==> src/rtl/dice_roll_tracker.sv <==
// Dice roll statistics: captures the value when roll falls, tracks history and sums.
// Optional per-face histogram enabled with DICE_HISTOGRAM_EN.
module dice_roll_tracker #(
    parameter int COUNT_W = 8
) (
    input  logic               clk,
    input  logic               reset,
    input  logic               roll,
    input  logic [2:0]         dice_value,
    output logic [2:0]         last_value,
    output logic [2:0]         prev_value,
    output logic [COUNT_W-1:0] roll_count,
    output logic [COUNT_W+2:0] total_sum,
    output logic               capture_valid,
    output logic               double_flag,
    output logic               error_flag,
    input  logic [2:0]         face_sel,
    output logic [COUNT_W-1:0] face_count
);

    localparam logic [0:0] IDLE    = 1'b0;
    localparam logic [0:0] ROLLING = 1'b1;

    logic [0:0] state;
    logic       capture;
    logic       legal;
    logic       sat;
    logic       counted;
    logic       is_double;

    assign capture   = (state == ROLLING) && !roll;
    assign legal     = (dice_value != 3'd0) && (dice_value != 3'd7);
    assign sat       = (roll_count == {COUNT_W{1'b1}});
    assign counted   = capture && legal && !sat;
    assign is_double = (roll_count != '0) && (dice_value == last_value);

    always_ff @(posedge clk) begin
        if (reset) begin
            state         <= IDLE;
            last_value    <= '0;
            prev_value    <= '0;
            roll_count    <= '0;
            total_sum     <= '0;
            capture_valid <= 1'b0;
            double_flag   <= 1'b0;
            error_flag    <= 1'b0;
        end else begin
            state         <= roll ? ROLLING : IDLE;
            capture_valid <= counted;
            double_flag   <= counted && is_double;
            if (capture && !legal)
                error_flag <= 1'b1;
            if (counted) begin
                prev_value <= last_value;
                last_value <= dice_value;
                roll_count <= roll_count + 1'b1;
                total_sum  <= total_sum + (COUNT_W+3)'(dice_value);
            end
        end
    end

`ifdef DICE_HISTOGRAM_EN
    // hist[i] counts face i+1
    logic [COUNT_W-1:0] hist [0:5];
    logic [2:0]         idx;

    assign idx = dice_value - 3'd1;

    always_ff @(posedge clk) begin
        if (reset) begin
            for (int i = 0; i < 6; i++)
                hist[i] <= '0;
        end else if (counted) begin
            hist[idx] <= hist[idx] + 1'b1;
        end
    end

    always_comb begin
        face_count = '0;
        case (face_sel)
            3'd1: face_count = hist[0];
            3'd2: face_count = hist[1];
            3'd3: face_count = hist[2];
            3'd4: face_count = hist[3];
            3'd5: face_count = hist[4];
            3'd6: face_count = hist[5];
            default: face_count = '0;
        endcase
    end
`else
    logic unused_sel;

    assign unused_sel = ^face_sel;
    assign face_count = '0;
`endif

endmodule

==> config.mk <==
export PLATFORM = sky130hd
export DESIGN_NAME = dice_roll_tracker
export DESIGN_NICKNAME = d
export VERILOG_FILES = /design/src/rtl/dice_roll_tracker.sv
export SDC_FILE = /design/constraint.sdc
export NUM_CORES = 1
export LEC_CHECK = 0
export CORE_MARGIN = 4
export CORE_UTILIZATION = 43
export CTS_BUF_LIST = sky130_fd_sc_hd__clkbuf_16
export CTS_CLUSTER_SIZE = 16
export DETAILED_ROUTE_END_ITERATION = 12
export MAX_ROUTING_LAYER = met4
export PLACE_DENSITY = 0.76
export SLEW_MARGIN = 20
export SYNTH_ARGS = -nofsm -noshare
export SYNTH_HDL_FRONTEND = slang
export SYNTH_SLANG_ARGS = --single-unit
==> constraint.sdc <==
create_clock -name clk -period 2 [get_ports clk]
set_input_delay 0.4 -clock clk [delete_from_list [all_inputs] [get_ports clk]]
set_output_delay 0.4 -clock clk [all_outputs]
set_load 0.01 [all_outputs]
## Yosys cells after proc, flatten, opt, wreduce, memory -nomap -nowiden

Index checks and enable logic that the tools add are counted.
W data, S select, Z words.

- Output and inout port bits: 36
- Register bits: 29
- Word-level logic and storage cells: 26
- Input bits: 9

- Equal/unequal tests: 3
- $add $sub $neg: 2
- Reduce and logical (&&, ||, !) cells: 12
- Muxes and demuxes: 1

Operators by type and width:

| operator | number |
|---|---|
| $add A11 B3 Y11 | 1 |
| $add A8 B1 Y8 const B | 1 |
| $eq A8 B8 Y1 const B | 1 |
| $reduce_bool A8 Y1 | 1 |
| $logic_and A1 B1 Y1 | 7 |
| $eq A3 B3 Y1 | 1 |
| $logic_not A1 Y1 | 3 |
| $ne A3 B3 Y1 const B | 1 |
| $reduce_bool A3 Y1 | 1 |
| $mux W1 | 1 |

## Depth between registers and ports, before layout

Gate-level depths: netlist (run 1).

- Word-level depth: 5
- Mapped depth: 7
- Gate-level depth less buffers: 7

## Least setup slack after synthesis (run 1)

OpenSTA, ideal clock, no wires.

- Kind: register -> register
- From: reg total_sum[0]
- To: reg total_sum[4]
- Buffers on the path: 0
- Period minus slack after synthesis: 1.947 ns
- Setup slack: 0.053 ns
- Stages on the path, launching flop included: 8
- Data arrival time: 1.876 ns
- Setup time: 0.070 ns
- Required time: 1.930 ns
- Cell sequence: dfxtp_1 -> ha_1 -> inv_1 -> fa_1 -> nor2b_1 -> o21ai_0 -> or4_1 -> a21oi_1

- Word-level cells in the longest chain between the ends: 1

RTL lines:

| item | RTL line | text |
|---|---|---|
| start: declaration | 13 | `output logic [COUNT_W+2:0] total_sum,` |
| start signal: assignment | 57 | `total_sum <= total_sum + (COUNT_W+3)'(dice_value);` |
| $add A11 B3 Y11 | 57 |  |

Every way passes these cells.
A chain may end at the register's enable or synchronous reset.

## Final worst setup path (run 1)

- From: in dice_value[0]
- To: reg total_sum[4]

- Word-level cells in the longest chain between the ends: 4
- Elaborated cells between the ends (all ways): 6
- Classes of those cells: 1 x add/sub; 1 x eq/ne; 4 x reduce/logical

RTL lines:

| item | RTL line | text |
|---|---|---|
| start: declaration | 9 | `input logic [2:0] dice_value,` |
| branches (longest 4 deep; another with $add A11 B3 Y11) | -- |  |

Several ways; the timed one is not identified.

==> results of run 1 <==
==> kinds of logic after synthesis <==
kind of cell / Yosys count / share of synthesized area (%)
XOR/XNOR: 4 / 2.17
buffers and inverters: 26 / 9.77
AND/OR/NAND/NOR: 62 / 24.9
multiplexers: 5 / 4.19
other: 1 / 0.232
adder cells (fa/ha/maj): 6 / 5.12
AO/OA/AOI/OAI: 48 / 17.7
flip-flops: 29 / 36.0
==> power by group through the flow <==
| stage | Sequential (mW) | Combinational, mW | Clock, mW |
|---|---|---|---|
| 2_1_floorplan | 0.607 | 0.0737 | 0 |
| 3_3_place_gp | 0.604 | 0.125 | 0 |
| 6_report | 0.593 | 0.135 | 0.687 |
| 3_5_place_dp | 0.604 | 0.127 | 0 |
| 4_1_cts | 0.593 | 0.131 | 0.704 |
| 5_1_grt | 0.593 | 0.147 | 0.728 |
==> registers in the layout, indices dropped and copies added (netlist names) <==
register       cells
last_value         3
total_sum         11
error_flag         1
roll_count         8
capture_valid      1
state              1
prev_value         3
double_flag        1
==> worst paths after layout <==
check / startpoint / end / depth (start not counted)
worst min-delay path: prev_value[2] / prev_value[2] / 2
worst max-delay path: dice_value[0] / total_sum[4] / 8
worst max register to register: total_sum[0] / total_sum[4] / 7
worst min register to register: prev_value[2] / prev_value[2] / 2
==> repair_timing <==
action,CTS,global route
endpoints found under the setup margin,7,2
resized for setup,10,5
hold endpoints to repair,0,0
buffers inserted,1,0
pin swaps,4,1
==> cells in the mapped netlist, types with 5 or more instances <==
cell / instances / area share (%)
sky130_fd_sc_hd__a21oi_1: 20 / 6.2
sky130_fd_sc_hd__buf_4: 9 / 4.2
sky130_fd_sc_hd__clkbuf_1: 5 / 1.2
sky130_fd_sc_hd__dfxtp_1: 29 / 36
sky130_fd_sc_hd__ha_1: 5 / 3.9
sky130_fd_sc_hd__inv_1: 7 / 1.6
sky130_fd_sc_hd__nand3_1: 17 / 5.3
sky130_fd_sc_hd__nor2_1: 9 / 2.1
sky130_fd_sc_hd__nor2b_1: 7 / 2.7
sky130_fd_sc_hd__o21ai_0: 12 / 3.7
sky130_fd_sc_hd__o31ai_1: 7 / 3.3
sky130_fd_sc_hd__or4_1: 8 / 3.7
==> layout by cell type (no fill, tap or decap), types with 2 or more instances in the layout <==
cell / Yosys / layout
sky130_fd_sc_hd__nor3_1: 2 / 2
sky130_fd_sc_hd__a21oi_2: 0 / 2
sky130_fd_sc_hd__nor4_4: 3 / 3
sky130_fd_sc_hd__or4_1: 8 / 8
sky130_fd_sc_hd__o21ai_0: 12 / 11
sky130_fd_sc_hd__a21oi_1: 20 / 18
sky130_fd_sc_hd__clkbuf_16: 0 / 5
sky130_fd_sc_hd__nor2_1: 9 / 9
sky130_fd_sc_hd__inv_1: 7 / 7
sky130_fd_sc_hd__clkdlybuf4s50_1: 0 / 30
sky130_fd_sc_hd__dfxtp_1: 29 / 29
sky130_fd_sc_hd__conb_1: 1 / 8
sky130_fd_sc_hd__o31ai_1: 7 / 7
sky130_fd_sc_hd__nand4_1: 3 / 3
sky130_fd_sc_hd__xnor2_1: 4 / 4
sky130_fd_sc_hd__clkinv_1: 0 / 2
sky130_fd_sc_hd__mux2_4: 3 / 3
sky130_fd_sc_hd__nand2_1: 4 / 4
sky130_fd_sc_hd__ha_1: 5 / 4
sky130_fd_sc_hd__dlygate4sd2_1: 0 / 2
sky130_fd_sc_hd__buf_4: 9 / 27
sky130_fd_sc_hd__nand3_1: 17 / 17
sky130_fd_sc_hd__nor2b_1: 7 / 6
sky130_fd_sc_hd__nor4_1: 2 / 2
sky130_fd_sc_hd__mux2_2: 2 / 2
sky130_fd_sc_hd__o211ai_1: 4 / 4
==> through the flow <==
step / power [mW] / TNS [ns] / cell area (µm²) / util, % / cells
after global routing: 1.47 / 0 / 2290 / 65.9 / 284
after CTS: 1.43 / 0 / 2270 / 65.4 / 284
after detailed placement: 0.731 / -6.49 / 2100 / 60.5 / 275
after global placement: 0.729 / -5.99 / 2100 / 60.5 / 275
final: 1.41 / 0 / 2290 / 65.9 / 284
after floorplan: 0.680 / 0 / 1640 / - / 188
==> worst register-to-register path, stage by stage (launching register included) <==
cell,delay (ns)
sky130_fd_sc_hd__dfxtp_1,0.33
sky130_fd_sc_hd__ha_2,0.18
sky130_fd_sc_hd__inv_1,0.05
sky130_fd_sc_hd__fa_2,0.39
sky130_fd_sc_hd__nor2b_4,0.17
sky130_fd_sc_hd__o21ai_4,0.08
sky130_fd_sc_hd__or4_1,0.51
sky130_fd_sc_hd__a21oi_2,0.14
==> final cells by class <==
class / count / area share, %
Inverter: 7 / 1.15
Timing Repair Buffer: 61 / 23.8
Clock buffer: 5 / 5.47
Sequential cell: 29 / 25.4
Tap cell: 46 / 2.52
Clock inverter: 3 / 0.547
Multi-Input combinational cell: 133 / 41.1
==> per-layer routing <==
layer  vias to the layer above  global-route usage, %  part of all wire, %
met5                         -                      -                    0
met4                         0                   5.21                 0.91
li1                        767                      -                    -
met2                        38                   28.4                   48
met1                       728                   19.8                   46
met3                         5                   4.35                  4.8
==> impl_results.rst, run 1 <==
.. list-table::
   :header-rows: 1

   * - Metric
     - Value
   * - Worst path top cell family by delay
     - simple AND/OR/NAND/NOR gates
   * - Post-route DRC violation count
     - 0
   * - Arrival time of data at the critical path endpoint
     - 2.14 ns
   * - Post-CTS clock slew at the launch and capture registers of the worst setup and hold paths
     - 0.05 ns
   * - Clock Sinks
     - 29
   * - Starting Density
     - 46.5%
   * - Total of hold buffers inserted after clock tree synthesis
     - 0
   * - EDFF count, synth
     - 0
   * - Clock tree from TritonCTS
     - built
   * - Core Footprint
     - 3470 µm²
   * - Register-to-register setup slack
     - 0.08 ns
   * - Antenna Diode Count
     - 0
   * - Clock group share of total power
     - 48.5%
   * - Setup violators final
     - 0
   * - ANT nets after route
     - 0
   * - Critical path endpoint category
     - flip-flop
   * - Chip Height
     - 69.3 µm
   * - Count of max-cap constraint violations
     - 0
   * - Maximum buffer depth of the clock tree
     - 2
   * - Final layout net count
     - 252
   * - Mean instance size in the synthesized netlist
     - 8.92 µm²
   * - Fmax
     - 516 MHz
   * - Number of primary I/O pins
     - 45
   * - Share of layout cells above drive strength 1
     - 22.3%
   * - Vias post-DR
     - 1538
   * - Tightest Hold Check Type
     - reg -> reg
   * - RSZ-0062 raised after global routing
     - no
   * - Global-route wire length before repair
     - 6.63 mm
   * - DP HPWL
     - 2.85 mm
   * - Required time at the endpoint of the critical path
     - 2.20 ns
   * - Number of antenna violations at the first check in global routing
     - 0
   * - Sequential share of power
     - 41.9%
   * - Fill cell count
     - 302
   * - Switch share
     - 22.2%
   * - First drt pass iteration count
     - 4
   * - Final GP Congestion
     - 0.840
   * - Synthesis warning total
     - 0
   * - Pwr per Cell Area
     - 618 nW/µm²
   * - Largest clock skew in the final design
     - 0.00193 ns
   * - Area growth from synthesis to final layout
     - 41.7%
   * - Highest fanout seen on the critical path
     - 3
   * - Total global routing overflow
     - 0
   * - Area of the multi-input gates
     - 941 µm²
   * - Average routed wire per standard cell
     - 13.9 µm
   * - Worst setup path category
     - in -> reg
   * - Total area of sequential cells
     - 581 µm²
   * - Fin Hold WS
     - 0.478 ns
   * - P_sw
     - 0.314 mW
   * - Flip-flop and latch count after synthesis
     - 29
   * - Aggregate routed wire length
     - 3.96 mm
   * - Violation count after the first detailed-routing iteration
     - 141
   * - Post-route setup slack
     - 0.0617 ns
   * - Power Internal
     - 1.10 mW
   * - Htree depth
     - 2
   * - Share of the yosys chip area belonging to registers
     - 36.0%
   * - Number of pins exceeding their max-slew limit in the final report
     - 0
   * - X dimension of the die
     - 69.3 µm
   * - Worst setup SP type
     - primary input
   * - Avg Vias per Cell
     - 5.42
   * - Crit path buffers/inverters
     - 2
   * - GRT Resource Usage Total
     - 16.9%
   * - Pre-CTS setup slack
     - -0.632 ns
   * - Port Buffer Count
     - 33
   * - Count of unique library cells instantiated by Yosys
     - 40
   * - Critical-path cell with the highest stage delay
     - sky130_fd_sc_hd__or4_1
   * - Status
     - finished, final reports clean
   * - Sequence of cells on the critical path
     - dlygate4sd2_1 -> ha_2 -> inv_1 -> fa_2 -> nor2b_4 -> o21ai_4 -> or4_1 -> a21oi_2
   * - Maximum number of pins on one net before global-route repair
     - 16
   * - Number of standard cells after synthesis
     - 181
   * - Worst IR Drop VDD
     - 0.425 mV
   * - CTS Root Buffer Type
     - sky130_fd_sc_hd__clkbuf_16
   * - Vias in the first global route
     - 1457
   * - Row cnt
     - 21
   * - DIE AREA
     - 4800 µm²
   * - Synth async-reset ratio
     - 0%
   * - Portion of total power attributed to combinational logic
     - 9.5%
   * - Minimum period implied by the final worst setup slack
     - 1.94 ns
   * - Crit-path max cell delay
     - 0.51 ns
   * - CTS buffer count
     - 5
   * - Total leakage power
     - 0.813 nW
   * - Post-Synthesis Cell Area
     - 1610 µm²
   * - Primary FF master, synth
     - sky130_fd_sc_hd__dfxtp_1
   * - Share of the cycle needed by the critical path after routing
     - 96.9%
   * - Clock latency on the worst-skew pair
     - 0.27 ns
   * - Final number of hold-violating endpoints
     - 0
(Power assumes the default switching activity.)
==> run 2, diff against run 1 <==
- CORE_UTILIZATION: 43 -> 25
- PLACE_DENSITY: 0.76 -> not set
==> run 2 against run 1 <==
Effect of this change: sequential cell count is the same; hold slack barely moved; worst setup slack better by 0.047 ns; critical path depth stayed put; cell count up 11%; first-iteration DRC count decreased by 27%; routed wire length increased by 6.3%; cell area rose by 2.8%; clock power increased by 1%; register-to-register slack gained 0.05 ns; utilization shrank 29 points; largest power group unchanged; highest routed layer unchanged.
==> impl_results.rst, run 2 (synthesized netlist as in run 1, its figures left out) <==
.. list-table::
   :header-rows: 1

   * - Metric
     - Value
   * - Worst setup SP type
     - primary input (unchanged)
   * - Clock latency on the worst-skew pair
     - 0.28 ns (was 0.27 ns)
   * - CTS buffer count
     - 5 (unchanged)
   * - Port Buffer Count
     - 33 (unchanged)
   * - X dimension of the die
     - 88.4 µm (was 69.3 µm)
   * - Highest fanout seen on the critical path
     - 3 (unchanged)
   * - Register-to-register setup slack
     - 0.13 ns (was 0.08 ns)
   * - Portion of total power attributed to combinational logic
     - 9.6% (was 9.5%)
   * - Vias post-DR
     - 1557 (was 1538)
   * - Pwr per Cell Area
     - 606 nW/µm² (was 618 nW/µm²)
   * - Average routed wire per standard cell
     - 13.4 µm (was 13.9 µm)
   * - Starting Density
     - 25.6% (was 46.5%)
   * - Total of hold buffers inserted after clock tree synthesis
     - 0 (unchanged)
   * - Post-route DRC violation count
     - 0 (unchanged)
   * - Post-CTS clock slew at the launch and capture registers of the worst setup and hold paths
     - 0.05 ns (about the same)
   * - Number of primary I/O pins
     - 45 (unchanged)
   * - Clock Sinks
     - 29 (unchanged)
   * - Final number of hold-violating endpoints
     - 0 (unchanged)
   * - ANT nets after route
     - 0 (unchanged)
   * - Number of flip-flops in the largest register
     - 11 (unchanged)
   * - Tightest Hold Check Type
     - reg -> reg (unchanged)
   * - Sequential share of power
     - 41.7% (was 41.9%)
   * - Fmax
     - 529 MHz (was 516 MHz)
   * - Row cnt
     - 29 (was 21)
   * - First drt pass iteration count
     - 4 (unchanged)
   * - Final GP Congestion
     - 0.794 (was 0.840)
   * - Clock tree from TritonCTS
     - built (unchanged)
   * - Status
     - finished, final reports clean (unchanged)
   * - Critical path endpoint category
     - flip-flop (unchanged)
   * - Minimum period implied by the final worst setup slack
     - 1.89 ns (was 1.94 ns)
   * - Maximum buffer depth of the clock tree
     - 2 (unchanged)
   * - CTS Root Buffer Type
     - sky130_fd_sc_hd__clkbuf_16 (unchanged)
   * - GRT Resource Usage Total
     - 11.5% (was 16.9%)
   * - Htree depth
     - 2 (unchanged)
   * - Antenna Diode Count
     - 0 (unchanged)
   * - Global-route wire length before repair
     - 6.81 mm (was 6.63 mm)
   * - Avg Vias per Cell
     - 4.96 (was 5.42)
   * - P_sw
     - 0.326 mW (was 0.314 mW)
   * - Switch share
     - 22.9% (was 22.2%)
   * - DP HPWL
     - 3.01 mm (was 2.85 mm)
   * - Largest Register
     - total_sum (unchanged)
   * - Total global routing overflow
     - 0 (unchanged)
   * - Area growth from synthesis to final layout
     - 45.7% (was 41.7%)
   * - RSZ-0062 raised after global routing
     - no (unchanged)
   * - Most common cell after layout, fill and taps aside
     - sky130_fd_sc_hd__clkdlybuf4s50_1 (unchanged)
   * - Count of max-cap constraint violations
     - 0 (unchanged)
   * - Total leakage power
     - 0.820 nW (was 0.813 nW)
   * - DIE AREA
     - 7810 µm² (was 4800 µm²)
   * - Violation count after the first detailed-routing iteration
     - 103 (was 141)
   * - Arrival time of data at the critical path endpoint
     - 2.10 ns (was 2.14 ns)
   * - Worst setup path category
     - in -> reg (unchanged)
   * - Worst IR Drop VDD
     - 0.294 mV (was 0.425 mV)
   * - Final Core Density
     - 37.2% (was 65.9%)
   * - Fill cell count
     - 676 (was 302)
   * - Maximum number of pins on one net before global-route repair
     - 15 (was 16)
   * - Non-filler instance count after layout
     - 314 (was 284)
   * - Cell Count Post-Placement
     - 305 (was 275)
   * - Power Internal
     - 1.10 mW (about the same)
   * - Setup violators final
     - 0 (unchanged)
   * - Aggregate routed wire length
     - 4.21 mm (was 3.96 mm)
   * - Share of layout cells above drive strength 1
     - 21.5% (was 22.3%)
   * - Vias in the first global route
     - 1450 (was 1457)
   * - Share of the cycle needed by the critical path after routing
     - 94.6% (was 96.9%)
   * - Number of antenna violations at the first check in global routing
     - 0 (unchanged)
   * - Leading registers by flop count
     - total_sum x11, roll_count x8 (unchanged)
   * - Commonest non-fill, non-tap cells in the layout
     - 30 x sky130_fd_sc_hd__clkdlybuf4s50_1, 29 x sky130_fd_sc_hd__dfxtp_1, 25 x sky130_fd_sc_hd__buf_4 (was 30 x sky130_fd_sc_hd__clkdlybuf4s50_1, 29 x sky130_fd_sc_hd__dfxtp_1, 27 x sky130_fd_sc_hd__buf_4)
   * - Core Footprint
     - 6310 µm² (was 3470 µm²)
   * - Chip Height
     - 88.4 µm (was 69.3 µm)
   * - Required time at the endpoint of the critical path
     - 2.21 ns (was 2.20 ns)
   * - Final layout net count
     - 251 (was 252)
   * - Number of pins exceeding their max-slew limit in the final report
     - 0 (unchanged)
   * - Largest clock skew in the final design
     - 0.00323 ns (was 0.00193 ns)
   * - Clock group share of total power
     - 48.7% (was 48.5%)
run 2: power by group through the flow:
| stage | combinational [mW] | sequential, mW | clock [mW] |
|---|---|---|---|
| 2_1_floorplan | 0.0737 | 0.607 | 0 |
| 3_5_place_dp | 0.128 | 0.605 | 0 |
| 5_1_grt | 0.150 | 0.594 | 0.732 |
| 4_1_cts | 0.132 | 0.593 | 0.714 |
| 3_3_place_gp | 0.126 | 0.604 | 0 |
| 6_report | 0.137 | 0.594 | 0.694 |
run 2: critical path, cell delays in order:
cell and delay [ns]:
sky130_fd_sc_hd__dlygate4sd2_1 0.22, sky130_fd_sc_hd__ha_2 0.18, sky130_fd_sc_hd__inv_1 0.06, sky130_fd_sc_hd__fa_2 0.39, sky130_fd_sc_hd__nor2b_4 0.17, sky130_fd_sc_hd__o211ai_1 0.13, sky130_fd_sc_hd__or4_1 0.41, sky130_fd_sc_hd__a21oi_1 0.13
run 2: per-stage QoR:
| step | cell area (µm²) | setup WS (ns) | setup TNS [ns] | power [mW] | hold slack [ns] |
|---|---|---|---|---|---|
| 3_5_place_dp | 2140 | -0.631 | -6.36 | 0.732 | 0.471 |
| 5_1_grt | 2350 | 0.0176 | 0 | 1.48 | 0.518 |
| 3_3_place_gp | 2140 | -0.586 | -5.93 | 0.731 | 0.468 |
| 6_report | 2350 | 0.109 | 0 | 1.43 | 0.479 |
| 2_1_floorplan | 1640 | 0.0535 | 0 | 0.680 | 0.488 |
| 4_1_cts | 2310 | 0.0255 | 0 | 1.44 | 0.483 |
run 2: area by class of cell:
class | instances | area, µm² | share of cell area, %
multi-input combinational | 133 | 962 | 40.9
sequential | 29 | 581 | 24.7
timing repair buffer | 60 | 549 | 23.4
clock buffer | 5 | 125 | 5.32
tap | 77 | 96.3 | 4.10
inverter | 7 | 26.3 | 1.12
clock inverter | 3 | 11.3 | 0.479
run 2: timing repair:
item | 4_1_cts | 5_1_grt
setup buffers | 0 | 1
resized for setup | 11 | 6
endpoints found under the setup margin | 7 | 12
pin swaps | 4 | 1
run 2: per-layer routing:
metal	GRT usage, %	vias up	routed length [µm]
met5	-	-	0
li1	-	763	-
met4	4.81	0	64
met2	16.9	42	1880
met1	14.9	743	2010
met3	2.98	9	255
run 2: path summary, 6_finish.rpt:
path	cells past startpoint	start	to
worst max-delay path	8	dice_value[0]	total_sum[8]
worst min-delay path	2	prev_value[2]	prev_value[2]
worst max register to register	7	total_sum[0]	total_sum[8]
worst min register to register	2	prev_value[2]	prev_value[2]
